### src/rtl/dota_seq.sv
// Sequencer for the comparator-based OTA cell. It runs a SAR offset-trim search with the inputs shorted,
// then duty-cycles the OTA and reports the ones-density of the comparator decisions per window.
module dota_seq #(
  parameter int TRIM_W     = 4,
  parameter int SETTLE_CYC = 8,
  parameter int PERIOD     = 64,
  parameter int WIN        = 16
) (
  input  logic                   clk,
  input  logic                   rst_n,
  input  logic                   ena,
  input  logic                   cal_start,
  input  logic                   run_en,
  input  logic                   ota_cmp,
  output logic                   ota_en,
  output logic                   ota_short,
  output logic [TRIM_W-1:0]      trim,
  output logic                   busy,
  output logic                   cal_done,
  output logic                   res_valid,
  output logic [$clog2(WIN):0]   res_count,
  output logic [2:0]             dbg_state
);

  localparam int IDX_W = (TRIM_W > 1) ? $clog2(TRIM_W) : 1;
  localparam int CNT_W = $clog2(PERIOD + 1);
  localparam int SMP_W = $clog2(WIN);
  localparam int RES_W = SMP_W + 1;

  localparam logic [TRIM_W-1:0] TRIM_MID  = TRIM_W'(1) << (TRIM_W - 1);
  localparam logic [IDX_W-1:0]  IDX_TOP   = IDX_W'(TRIM_W - 1);
  localparam logic [CNT_W-1:0]  SETTLE_LD = CNT_W'(SETTLE_CYC - 1);
  localparam logic [CNT_W-1:0]  SLEEP_LD  = CNT_W'(PERIOD - SETTLE_CYC - 2);
  localparam logic [SMP_W-1:0]  SMP_LAST  = SMP_W'(WIN - 1);

  localparam logic [2:0] S_IDLE       = 3'd0;
  localparam logic [2:0] S_CAL_SETTLE = 3'd1;
  localparam logic [2:0] S_CAL_DECIDE = 3'd2;
  localparam logic [2:0] S_RUN_WAKE   = 3'd3;
  localparam logic [2:0] S_RUN_SAMPLE = 3'd4;
  localparam logic [2:0] S_RUN_SLEEP  = 3'd5;

  logic [2:0]        state;
  logic              cmp_meta;
  logic              cmp_s;
  logic [CNT_W-1:0]  cnt;
  logic [IDX_W-1:0]  bit_idx;
  logic [SMP_W-1:0]  samp_idx;
  logic [RES_W-1:0]  acc;
  logic [RES_W-1:0]  acc_inc;
  logic              cal_pend;
  logic              in_run;

  assign dbg_state = state;
  assign acc_inc   = acc + RES_W'(cmp_s);
  assign in_run    = (state == S_RUN_WAKE) || (state == S_RUN_SAMPLE) || (state == S_RUN_SLEEP);

  // The comparator output is asynchronous to clk; only cmp_s is used downstream.
  always_ff @(posedge clk or negedge rst_n) begin
    if (!rst_n) begin
      cmp_meta <= 1'b0;
      cmp_s    <= 1'b0;
    end else begin
      cmp_meta <= ota_cmp;
      cmp_s    <= cmp_meta;
    end
  end

  always_ff @(posedge clk or negedge rst_n) begin
    if (!rst_n) begin
      state     <= S_IDLE;
      ota_en    <= 1'b0;
      ota_short <= 1'b0;
      trim      <= TRIM_MID;
      busy      <= 1'b0;
      cal_done  <= 1'b0;
      res_valid <= 1'b0;
      res_count <= '0;
      cnt       <= '0;
      bit_idx   <= '0;
      samp_idx  <= '0;
      acc       <= '0;
      cal_pend  <= 1'b0;
    end else begin
      cal_done  <= 1'b0;
      res_valid <= 1'b0;
      if (!ena) begin
        // Tile disabled: park in IDLE but keep the trim and last result.
        state     <= S_IDLE;
        ota_en    <= 1'b0;
        ota_short <= 1'b0;
        busy      <= 1'b0;
        cnt       <= '0;
        samp_idx  <= '0;
        acc       <= '0;
        cal_pend  <= 1'b0;
      end else begin
        if (cal_start && in_run) begin
          cal_pend <= 1'b1;
        end
        case (state)
          S_IDLE: begin
            if (cal_start || cal_pend) begin
              state     <= S_CAL_SETTLE;
              trim      <= TRIM_MID;
              bit_idx   <= IDX_TOP;
              ota_en    <= 1'b1;
              ota_short <= 1'b1;
              cal_pend  <= 1'b0;
              cnt       <= SETTLE_LD;
              busy      <= 1'b1;
            end else if (run_en) begin
              state  <= S_RUN_WAKE;
              ota_en <= 1'b1;
              cnt    <= SETTLE_LD;
              busy   <= 1'b1;
            end
          end
          S_CAL_SETTLE: begin
            if (cnt == '0) begin
              state <= S_CAL_DECIDE;
            end else begin
              cnt <= cnt - CNT_W'(1);
            end
          end
          S_CAL_DECIDE: begin
            // A high decision means the trial trim overshoots: drop this bit.
            if (cmp_s) begin
              trim[bit_idx] <= 1'b0;
            end
            if (bit_idx != '0) begin
              trim[bit_idx - IDX_W'(1)] <= 1'b1;
              bit_idx <= bit_idx - IDX_W'(1);
              cnt     <= SETTLE_LD;
              state   <= S_CAL_SETTLE;
            end else begin
              ota_en    <= 1'b0;
              ota_short <= 1'b0;
              cal_done  <= 1'b1;
              busy      <= 1'b0;
              state     <= S_IDLE;
            end
          end
          S_RUN_WAKE: begin
            if (cnt == '0) begin
              state <= S_RUN_SAMPLE;
            end else begin
              cnt <= cnt - CNT_W'(1);
            end
          end
          S_RUN_SAMPLE: begin
            ota_en <= 1'b0;
            cnt    <= SLEEP_LD;
            state  <= S_RUN_SLEEP;
            if (samp_idx == SMP_LAST) begin
              res_count <= acc_inc;
              res_valid <= 1'b1;
              acc       <= '0;
              samp_idx  <= '0;
            end else begin
              acc      <= acc_inc;
              samp_idx <= samp_idx + SMP_W'(1);
            end
          end
          S_RUN_SLEEP: begin
            if (cnt != '0) begin
              cnt <= cnt - CNT_W'(1);
            end else if (cal_pend || !run_en) begin
              // A partial window is discarded rather than reported.
              state    <= S_IDLE;
              busy     <= 1'b0;
              acc      <= '0;
              samp_idx <= '0;
            end else begin
              state  <= S_RUN_WAKE;
              ota_en <= 1'b1;
              cnt    <= SETTLE_LD;
            end
          end
          default: begin
            state     <= S_IDLE;
            ota_en    <= 1'b0;
            ota_short <= 1'b0;
            busy      <= 1'b0;
          end
        endcase
      end
    end
  end

endmodule

### config.mk
export PLATFORM = sky130hd
export DESIGN_NAME = dota_seq
export DESIGN_NICKNAME = d
export VERILOG_FILES = /design/src/rtl/dota_seq.sv
export SDC_FILE = /design/constraint.sdc
export NUM_CORES = 1
export LEC_CHECK = 0
export ABC_AREA = 1
export CAP_MARGIN = 15
export CORE_AREA = 10 10 76 78
export DETAILED_ROUTE_END_ITERATION = 10
export DIE_AREA = 0 0 86 88
export PLACE_DENSITY = 0.75
export SETUP_SLACK_MARGIN = 0.2
export SLEW_MARGIN = 15
export SYNTH_ARGS = -nofsm -noshare
export SYNTH_HDL_FRONTEND = slang
export SYNTH_SLANG_ARGS = --single-unit
export TNS_END_PERCENT = 5
### constraint.sdc
create_clock -name clk -period 3.2 [get_ports clk]
set_clock_uncertainty 0.15 [all_clocks]
set_input_delay 0.48 -clock clk [delete_from_list [all_inputs] [get_ports clk]]
set_output_delay 0.48 -clock clk [all_outputs]
set_load 0.05 [all_outputs]
=== After elaboration in Yosys (flattened, before gate mapping) ===
Index checks and enable logic that the tools add are counted.

* Register bits after elaboration: 38
* Bits in latches: 0
* Memory bits (writable): 0
* Bits in read-only memories: 0
* Input bits: 6
* Output and inout bits: 17
* Logic and storage cells: 139
* Memories kept: 0

* Add/sub/neg operators: 4
* Multiply operators: 0
* Div/mod/pow operators: 0
* Order comparisons: 4
* Eq/ne operators: 24
* Shift-type cells: 0
* Multiplexer cells: 64
* Bitwise operators: 3
* Reduce and logical (&&, ||, !) cells: 25

{| class="wikitable"
|+ Operators by type and width
! cell !! number
|-
| $mux W7 || 7
|-
| $mux W4 || 9
|-
| $pmux W7 S5 || 1
|-
| $mux W1 || 24
|-
| $ne A3 B3 Y1 const B || 7
|-
| $mux W5 || 4
|-
| $mux W3 || 6
|-
| $pmux W3 S6 || 1
|-
| $pmux W4 S2 || 2
|-
| $reduce_and A5 Y1 || 3
|-
| $reduce_and A3 Y1 || 4
|-
| $ne A2 B2 Y1 const B || 5
|-
| $pmux W5 S2 || 1
|-
| $ne A4 B4 Y1 const B || 2
|-
| $pmux W1 S4 || 2
|-
| $reduce_and A4 Y1 || 2
|-
| $logic_not A7 Y1 || 1
|-
| $reduce_bool A7 Y1 || 1
|-
| $sub A7 B1 Y7 const B || 1
|-
| $eq A3 B2 Y1 const B || 2
|-
| $eq A3 B3 Y1 const B || 2
|-
| $lt A2 B3 Y1 const B || 2
|-
| $mux W2 || 3
|-
| $ne A3 B2 Y1 const B || 2
|-
| other kinds (22) || 30
|}

=== Longest topological paths before layout ===
Gate-level depths: netlist of run 1.

* Word-level depth: 12
* Gate-level depth with buffers: 11
* Mapped depth without buffers: 11

=== Least setup slack after synthesis of run 1 ===
Ideal clock, no wire load.

* Path kind: reg2reg
* Start: register state[0], in the netlist dbg_state[0]
* End: register cnt[2]
* Library setup time: 0.123 ns
* Arrival time: 1.627 ns
* Required time: 2.927 ns
* Path slack: 1.300 ns
* Stages on the path, launching flop included: 9
* Path buffers: 1
* Period minus slack after synthesis: 1.900 ns
* Cells stage by stage: dfrtp_1 -> buf_2 -> nor2_2 -> nand3_1 -> nand2_1 -> nor2_1 -> nand2_4 -> nand2_1 -> o21ai_1

* Word-level cells in the longest chain between the ends: 4
* Elaborated cells on any way between the ends: 15
* Classes of those cells: 10 x eq/ne; 2 x mux; 3 x reduce/logical

{| class="wikitable"
|+ Ends and longest elaborated chain
! element !! line !! text
|-
| from (decl) || 43 || <nowiki>logic [2:0] state;</nowiki>
|-
| from (signal assigned) || 71 || <nowiki>state <= S_IDLE;</nowiki>
|-
| from (signal assigned) || 89 || <nowiki>state <= S_IDLE;</nowiki>
|-
| from (signal assigned) || 104 || <nowiki>state <= S_CAL_SETTLE;</nowiki>
|-
| $eq A3 B2 Y1 / $eq A3 B1 Y1 (equally long branches) || 101 || <nowiki>case (state)</nowiki>
|-
| $reduce_or A2 Y1 (no line) || - ||
|-
| $ne A6 B2 Y1 (no line), or another cell as far along || - ||
|-
| $reduce_and A5 Y1 (no line) / $mux W7 (equally long branches) || - ||
|-
| to (signal assigned) || 123 || <nowiki>cnt <= cnt - CNT_W'(1);</nowiki>
|-
| to (signal assigned) || 148 || <nowiki>cnt <= cnt - CNT_W'(1);</nowiki>
|-
| to (signal assigned) || 167 || <nowiki>cnt <= cnt - CNT_W'(1);</nowiki>
|-
| to (decl) || 46 || <nowiki>logic [CNT_W-1:0] cnt;</nowiki>
|}

Parallel ways exist; a longest one is shown, timed or not.
A chain may end at the register's enable or synchronous reset.

=== Final worst setup path of run 1 ===
* Start: register state[0], in the netlist dbg_state[0]
* End: output dbg_state[0]

{| class="wikitable"
|+ RTL lines
! element !! line !! text
|-
| to (decl) || 22 || <nowiki>output logic [2:0] dbg_state</nowiki>
|}

No word-level cell between the ends.

==> metrics.txt, run 1 <==
status=finished, final reports clean; largest net degree at the start of global routing=39; most instantiated cells after synthesis=nand2_1, dfrtp_1, nand3_1, inv_1, nor2_1; Fin Setup TNS=0 ps; Simple-Gate Fraction of Synth Area=0.3466; CP startpoint kind=flip-flop; Worst slew margin=0.4492; port bufs=22; fillcell total=~360; Top FF cell, synth=dfrtp_1; iteration count of the initial detailed-routing pass=4; initial antenna violation count=0; largest cells by area after synthesis=dfrtp_1, nand2_1, nand3_1, ha_1, inv_1; Slowest cell on crit path=clkdlybuf4s50_1; sequential fraction of the synthesis area=0.4207; # rows=24; post-route ant nets=0; gr usage total=0.1442; final setup fails=0; Max VDD drop=roughly 280 uV; Synth Warn #=0; Crit. End Element=output pin; Tmin final=2430 ps; Worst EP arrival=around 1800 ps; Die Span X=between 80 and 90 um; max-slew violations=0; largest area contributor in the netlist=dfrtp_1; Initial DRC Count=240; CTS clock-pin slew for the worst setup and hold paths=80 ps; reg2reg start=cnt[0]; WP data required=~2600 ps; WL/cell=14.00 um; Vert. Die Dim=88 um; mux cell area share after synthesis=0; GPL Wtd Cong=0.9476; RSZ-0062 raised after global routing=no; ANT cells=0; worst-margin pin slew=826.2 ps; CP Max Fanout=9; EDFF count, synth=0; vias in the first global route=1906; Setup CP Type=reg -> out; final-report hold violation count=0; max_cap viols=0; ys async rst share=1.000; crit path buf inv count=1; later-pin clock latency in the skew report=290 ps; Peak Freq=0.4115 GHz; Mapped Cells=289; DP HPWL=3808 um; PwrDens=roughly 820 mW/mm^2; CTS Buffer Depth=2; slowest stage delay, CP=roughly 900 ps; DRC Markers=0; gr ovfl total=0; share of cells above drive strength 1=0.1230; via/cell ratio=5.423; register bit count reported by yosys=38; PostCTS Resize Cnt=0; Area Growth Syn to Fin=18.41%; Post-Synth Adder-Cell Area=0.04975; Vias=2001; CTS tree=built; nets@finish=331; H-tree lvl count=2; starting density of the core=0.5271; hold_buf cts=0; Die Area=0.007568 mm^2; Mapped Nets=304; crit path from=dbg_state[0]; Hold Crit Class=in -> async; main combinational cell family by area after synthesis=simple AND/OR/NAND/NOR gates; share of the synthesized area in the top cell type=0.4091; CP Cell Sequence=clkdlybuf4s50_1; Post-CTS Setup Inserts=0; Compound-Gate Fraction of Synth Area=0.1012; drt total wl=5167 um; area occupied by registers=roughly 950 um^2; CTS buffer count=5; Synth cell types=34; XOR/XNOR share of the synthesized area=0.01548; Root Driver=clkbuf_8; Crit path max-delay family=buffers and inverters; first-pass GRT wire length=8949 um; most common cell in the synthesized netlist=nand2_1; Final Cycle Share=0.7594; total power=about 0.0022 W; Leakage=around 1.4 nW; area taken by multi-input logic gates=0.001161 mm^2; total clock sinks=38; CORE AREA=0.004294 mm^2; Avg Cell Area, Syn=7.832 um^2; I/O pin cnt=23; Synth Cell Area=around 0.0023 mm^2
power by group:
| group | switching (W) | internal (W) |
|---|---|---|
| logic | 0.000656 | 0.000322 |
| clock network | 0.000169 | 0.000332 |
| registers | 0.000134 | 0.000594 |
placed cells by master (no fill, tap or decap), drive strengths merged:
cell,netlist,final
o211ai,3,3
a22oi,1,1
ha,9,9
bufinv,0,2
nand4,6,6
xor2,1,1
o21bai,1,1
o21ai,25,25
inv,35,35
o22ai,1,1
buf,2,2
nand2,89,89
a21oi,6,6
nor2,25,25
nand3,34,34
xnor2,3,3
nand3b,1,1
clkdlybuf4s50,0,21
clkbuf,1,6
nor3,7,7
dfstp,1,1
dfrtp,37,37
and3,1,1
registers in the layout (all words and copies together) (netlist names):
signal     count
acc            5
bit_idx        2
busy           1
cal_done       1
cal_pend       1
cmp_meta       1
cmp_s          1
cnt            7
dbg_state      3
ota_en         1
ota_short      1
res_count      5
res_valid      1
samp_idx       4
trim           4
routing by layer:
metal  track usage  share of wire  vias up  routed length, um
li1              -              -     1001                  -
met1        0.1857           0.45      932               2324
met2        0.2116           0.46       53               2370
met3       0.04550          0.067       15                345
met4       0.07485          0.024        0                126
met5             0              0        -                  0
through the flow:
stage	setup WS, ps	util	hold slack [ps]	instance area, um^2	cells
after floorplan	1300	-	34.41	2263	289
final	770.1	0.6241	128.4	2680	369
after global placement	1003	0.5909	184.4	2537	361
after global routing	727.0	0.6241	195.3	2680	369
after detailed placement	947.1	0.5909	202.3	2537	361
after CTS	782.2	0.6241	154.8	2680	369
cell type report:
class,instances,area share
flip-flops and latches,38,0.3553
multi-input cells,213,0.4332
repair buffers,23,0.08310
clock inverters,2,0.02241
clock buffers,6,0.03081
well taps,52,0.02428
inverters,35,0.05089
logic make-up after synthesis:
family	count (synthesis)
compound gates	37
xor+xnor	4
fa+ha+maj	9
buf+inv	38
flops	38
simple gates	163
final timing paths:
check | slack [ps] | depth (start not counted) | to
max | 770 | 1 | dbg_state[0]
min | 130 | 1 | trim[0]
max reg2reg | 1110 | 11 | samp_idx[1]
min reg2reg | 210 | 0 | cmp_s
max in group asynchronous | 2250 | 1 | dbg_state[0]
min in group clk | 210 | 0 | cmp_s
No activity file was read; power rests on OpenSTA's default activity.
==> inputs of run 2 (changes only) <==
CORE_AREA = 10 10 78 80   (was 10 10 76 78)
DIE_AREA = 0 0 88 90   (was 0 0 86 88)
PLACE_DENSITY = 0.74   (was 0.75)
clock period = 2.2 ns   (was 3.2 ns; I/O delays follow)
==> metrics.txt, run 2 (synthesized netlist as in run 1, its figures left out) <==
status=finished, final reports clean; Die Area=0.007920 mm^2 (+4.7%); Tmin final=1949 ps; Int Power=0.001607 W (+29%); CTS tree=built; I/O pin cnt=23 (unchanged); Initial DRC Count=141 (-41%); fillcell total=426 (+17%); placed instance count=369 (+2.2%); Crit. End Element=output pin; CTS Buffer Depth=2 (unchanged); Vias=2002 (+0.050%); RSZ-0062 raised after global routing=yes; final-report hold violation count=0 (unchanged); final setup fails=0 (unchanged); post-route ant nets=0 (unchanged); slowest stage delay, CP=810 ps (-90 ps); worst-margin pin slew=611.7 ps (-214.5 ps); gr ovfl total=0 (unchanged); total power=0.003005 W (+36%); share of cells above drive strength 1=0.1512 (+0.02821); CTS buffer count=5 (unchanged); max reg flops=7 (unchanged); port bufs=22 (unchanged); top flop regs=cnt (7), acc (5), res_count (5); PwrDens=1120 mW/mm^2 (+36%); GPL Wtd Cong=0.8715 (-8.0%); DP Area=0.002577 mm^2 (+1.6%); Slowest cell on crit path=clkdlybuf4s50_1; H-tree lvl count=2 (unchanged); ANT cells=0 (unchanged); CP Max Fanout=3 (-6); CORE AREA=0.004598 mm^2 (+7.1%); largest net degree at the start of global routing=27 (-31%); Die Span X=88 um (+2.3%); gr usage total=0.1322 (-0.01203); combinational power share=0.479 (+0.036); Post-CTS Setup Inserts=0 (unchanged); max_cap viols=0 (unchanged); # rows=25 (+4.2%); Crit path max-delay family=buffers and inverters; CP startpoint kind=flip-flop; Largest Register=cnt; highest-count cells in the layout ignoring fill and taps=nand2_1, dfrtp_1, nand3_1; most common cell after layout, fill and taps aside=nand2_1; iteration count of the initial detailed-routing pass=4 (unchanged); WP data required=1720 ps (-850 ps); Root Driver=clkbuf_8; Switching Share=0.4651 (+0.03071); Peak Freq=0.5131 GHz; CP Cell Sequence=clkdlybuf4s50_1; drt total wl=5108 um (-1.1%); max-slew violations=0 (unchanged); Setup CP Type=reg -> out; Flop pwr share=0.350 (+0.020); Worst EP arrival=1470 ps (-330 ps); Final Cycle Share=0.8859; Net Sw Power=0.001398 W (+46%); DP HPWL=3823 um (+0.38%); Hold Crit Class=reg -> reg; WL/cell=13.51 um (-3.5%); crit path buf inv count=1 (unchanged); Clk pwr share=0.171 (-0.056); post-route cell area=0.002684 mm^2 (+0.14%); via/cell ratio=5.296 (-2.3%); total clock sinks=38 (unchanged); vias in the first global route=1881 (-1.3%); Leakage=1.364 nW (+1.0%); Fin Setup TNS=0 ps (unchanged); Max VDD drop=399.9 uV (+43%); starting density of the core=0.4922 (-0.03485); nets@finish=338 (+2.1%); first-pass GRT wire length=8611 um (-3.8%); Layout Cells excl Fill=378 (+2.4%); Worst slew margin=0.5922 (+0.1430); DRC Markers=0 (unchanged); Area Growth Syn to Fin=18.57%; later-pin clock latency in the skew report=290 ps (about the same); Vert. Die Dim=90 um (+2.3%); CTS clock-pin slew for the worst setup and hold paths=80 ps (about the same); initial antenna violation count=0 (unchanged)
run 2: worst paths after layout:
path	start	end	slack (ps)	depth (start not counted)
setup / recovery	trim[1]	trim[1]	250	1
hold / removal	cmp_meta	cmp_s	200	0
setup reg to reg	bit_idx[0]	cnt[3]	410	10
hold reg to reg	cmp_meta	cmp_s	200	0
max in group asynchronous	rst_n	trim[3]	840	3
min in group asynchronous	rst_n	cnt[6]	430	2
run 2: final cells by class:
cell class | instances | area, um^2 | area share
clock inverter | 2 | 12.51 | 0.004662
inverter | 35 | 136.4 | 0.05082
clock buffer | 6 | 82.58 | 0.03077
sequential | 38 | 952.2 | 0.3548
tap | 54 | 67.56 | 0.02517
multi-input combinational | 213 | 1164 | 0.4336
timing repair buffer | 30 | 269.0 | 0.1002
run 2: power by group through the flow:
stage | logic, W | clock network [W] | registers (W)
6_report | 0.00144 | 0.000513 | 0.00105
5_1_grt | 0.00161 | 0.000554 | 0.00108
4_1_cts | 0.00145 | 0.000529 | 0.00105
3_5_place_dp | 0.00144 | 0 | 0.00106
3_3_place_gp | 0.00142 | 0 | 0.00106
2_1_floorplan | 0.000847 | 0 | 0.00125
run 2: metrics by stage:
step	utilization	worst slack (ps)	hold slack, ps
after floorplan	-	299.8	-115.6
after global routing	0.5837	194.5	210.4
final	0.5837	251.1	201.6
after detailed placement	0.5605	165.0	184.7
after CTS	0.5831	232.8	202.9
after global placement	0.5605	198.2	183.9
run 2: routing by layer:
layer | wire [um] | up-vias | track usage
li1 | - | 1013 | -
met1 | 2286 | 930 | 0.1645
met2 | 2388 | 46 | 0.2075
met3 | 293 | 13 | 0.03520
met4 | 140 | 0 | 0.05585
met5 | 0 | - | 0
run 2: what timing repair did:
item / CTS / global route
endpoints found under the setup margin: 1 / 2
hold buffers: 1 / 0
gates resized for setup: 1 / 1
gates cloned: 0 / 0
pin swaps: 0 / 0
endpoints found under the hold margin: 24 / 0
==> inputs of run 3 (changes only) <==
CORE_AREA = 10 10 88 71   (was 10 10 78 80)
DIE_AREA = 0 0 98 81   (was 0 0 88 90)
==> metrics.txt, run 3 (synthesized netlist as in run 1, its figures left out) <==
status=finished, final reports clean; total clock sinks=38 (unchanged); largest net degree at the start of global routing=39 (+44%); Initial DRC Count=190 (+35%); Worst EP arrival=1490 ps (+20 ps); post-route ant nets=0 (unchanged); max-slew violations=0 (unchanged); RSZ-0062 raised after global routing=yes; gr ovfl total=0 (unchanged); CTS tree=built; Fin Setup TNS=0 ps (unchanged); DP Area=0.002582 mm^2 (+0.19%); Max VDD drop=593.9 uV (+49%); Tmin final=1966 ps (+16.78 ps); final-report hold violation count=0 (unchanged); Setup CP Type=reg -> out; top flop regs=cnt (7), acc (5), res_count (5); I/O pin cnt=23 (unchanged); gr usage total=0.1356 (+0.003387); Die Span X=98 um (+11%); post-route cell area=0.002703 mm^2 (+0.70%); Slowest cell on crit path=clkdlybuf4s50_1; initial antenna violation count=0 (unchanged); Worst slew margin=0.6617 (+0.06952); Hold Crit Class=reg -> reg; CTS clock-pin slew for the worst setup and hold paths=70 ps (about the same); Crit. End Element=output pin; WL/cell=13.55 um (+0.31%); vias in the first global route=1900 (+1.0%); first-pass GRT wire length=8880 um (+3.1%); worst-margin pin slew=505.8 ps (-105.9 ps); # rows=22 (-12%); nets@finish=336 (-0.59%); drt total wl=5178 um (+1.4%); hold depth=0 (unchanged); most common cell after layout, fill and taps aside=nand2_1; ANT cells=0 (unchanged); Die Area=0.007938 mm^2 (+0.23%); CP Max Fanout=3 (unchanged); Crit path max-delay family=buffers and inverters; later-pin clock latency in the skew report=290 ps (about the same); Peak Freq=0.5087 GHz (-0.85%); via/cell ratio=5.309 (+0.24%); PwrDens=1144 mW/mm^2 (+2.2%); WP data required=1720 ps (about the same); reg2reg start=cnt[1]; H-tree lvl count=2 (unchanged); highest-count cells in the layout ignoring fill and taps=nand2_1, dfrtp_1, nand3_1; DP HPWL=3903 um (+2.1%); r2r endpoint=samp_idx[2]; Vias=2028 (+1.3%); max_cap viols=0 (unchanged); DRC Markers=0 (unchanged); GPL Wtd Cong=0.8639 (-0.87%); Final Cycle Share=0.8935 (+0.007628); hold endpoint=cmp_s; CTS buffer count=5 (unchanged); share of cells above drive strength 1=0.1460 (-0.005272); hold path start=cmp_meta; Vert. Die Dim=81 um (-10%); placed instance count=373 (+1.1%); CP startpoint kind=flip-flop; reg-to-reg slack, setup=370 ps (-40 ps); starting density of the core=0.4866 (-0.005693); iteration count of the initial detailed-routing pass=4 (unchanged); Leakage=1.370 nW (+0.42%); max reg flops=7 (unchanged); port bufs=22 (unchanged); crit path buf inv count=1 (unchanged); slowest stage delay, CP=810 ps (about the same); fillcell total=401 (-5.9%); Root Driver=clkbuf_8; CORE AREA=0.004652 mm^2 (+1.2%); Largest Register=cnt; CTS Buffer Depth=2 (unchanged); final setup fails=0 (unchanged); Worst Reg2Reg Path Length in Cells=11 (+1); CP Cell Sequence=clkdlybuf4s50_1; Area Growth Syn to Fin=19.40%; Layout Cells excl Fill=382 (+1.1%)
-- run 3: how the worst max path moves through the flow --
stage	end	cells after the start	slack (ps)	from
6_report	trim[1]	1	230	trim[1]
3_3_place_gp	cnt[2]	8	220	ena
4_1_cts	trim[1]	1	220	trim[1]
5_1_grt	dbg_state[1]	10	180	cnt[1]
3_5_place_dp	cnt[4]	7	180	ena
2_1_floorplan	cnt[2]	8	300	dbg_state[0]
-- run 3: layout make-up --
class                      instances  area [um^2]  share of cell area
clock inverter                     3        40.04             0.01481
multi-input combinational        213         1164              0.4306
inverter                          35        136.4             0.05046
sequential                        38        952.2              0.3523
timing repair buffer              28        266.5             0.09861
clock buffer                       5        68.82             0.02546
tap                               60        75.07             0.02778
-- run 3: repair_timing --
| action | 4_1_cts | 5_1_grt |
|---|---|---|
| hold buffers | 1 | 0 |
| gates resized for setup | 1 | 1 |
| endpoints found under the setup margin | 1 | 8 |
| setup buffers | 0 | 0 |
| endpoints found under the hold margin | 37 | 0 |
-- run 3: stage by stage --
| stage | total power, W | util | hold WS [ps] | setup WS (ps) |
|---|---|---|---|---|
| after detailed placement | 0.002516 | 0.5551 | 165.0 | 179.7 |
| after CTS | 0.003096 | 0.5804 | 218.8 | 219.4 |
| after global placement | 0.002490 | 0.5551 | 162.0 | 219.8 |
| final | 0.003092 | 0.5810 | 214.1 | 234.3 |
| after floorplan | 0.002094 | - | -115.6 | 299.8 |
| after global routing | 0.003332 | 0.5810 | 218.8 | 182.1 |
-- run 3: routing by layer --
layer,GRT usage,up-vias,part of all wire
met4,0.06522,0,0.019
met5,0,-,0
met1,0.1756,949,0.47
met3,0.03647,10,0.061
li1,-,1011,-
met2,0.2072,58,0.45
-- run 3: report_power, final --
group,leakage [nW],switching [W],internal (W)
clock network,0.0579,0.000251,0.000334
logic,0.814,0.000959,0.000493
registers,0.498,0.000191,0.000864
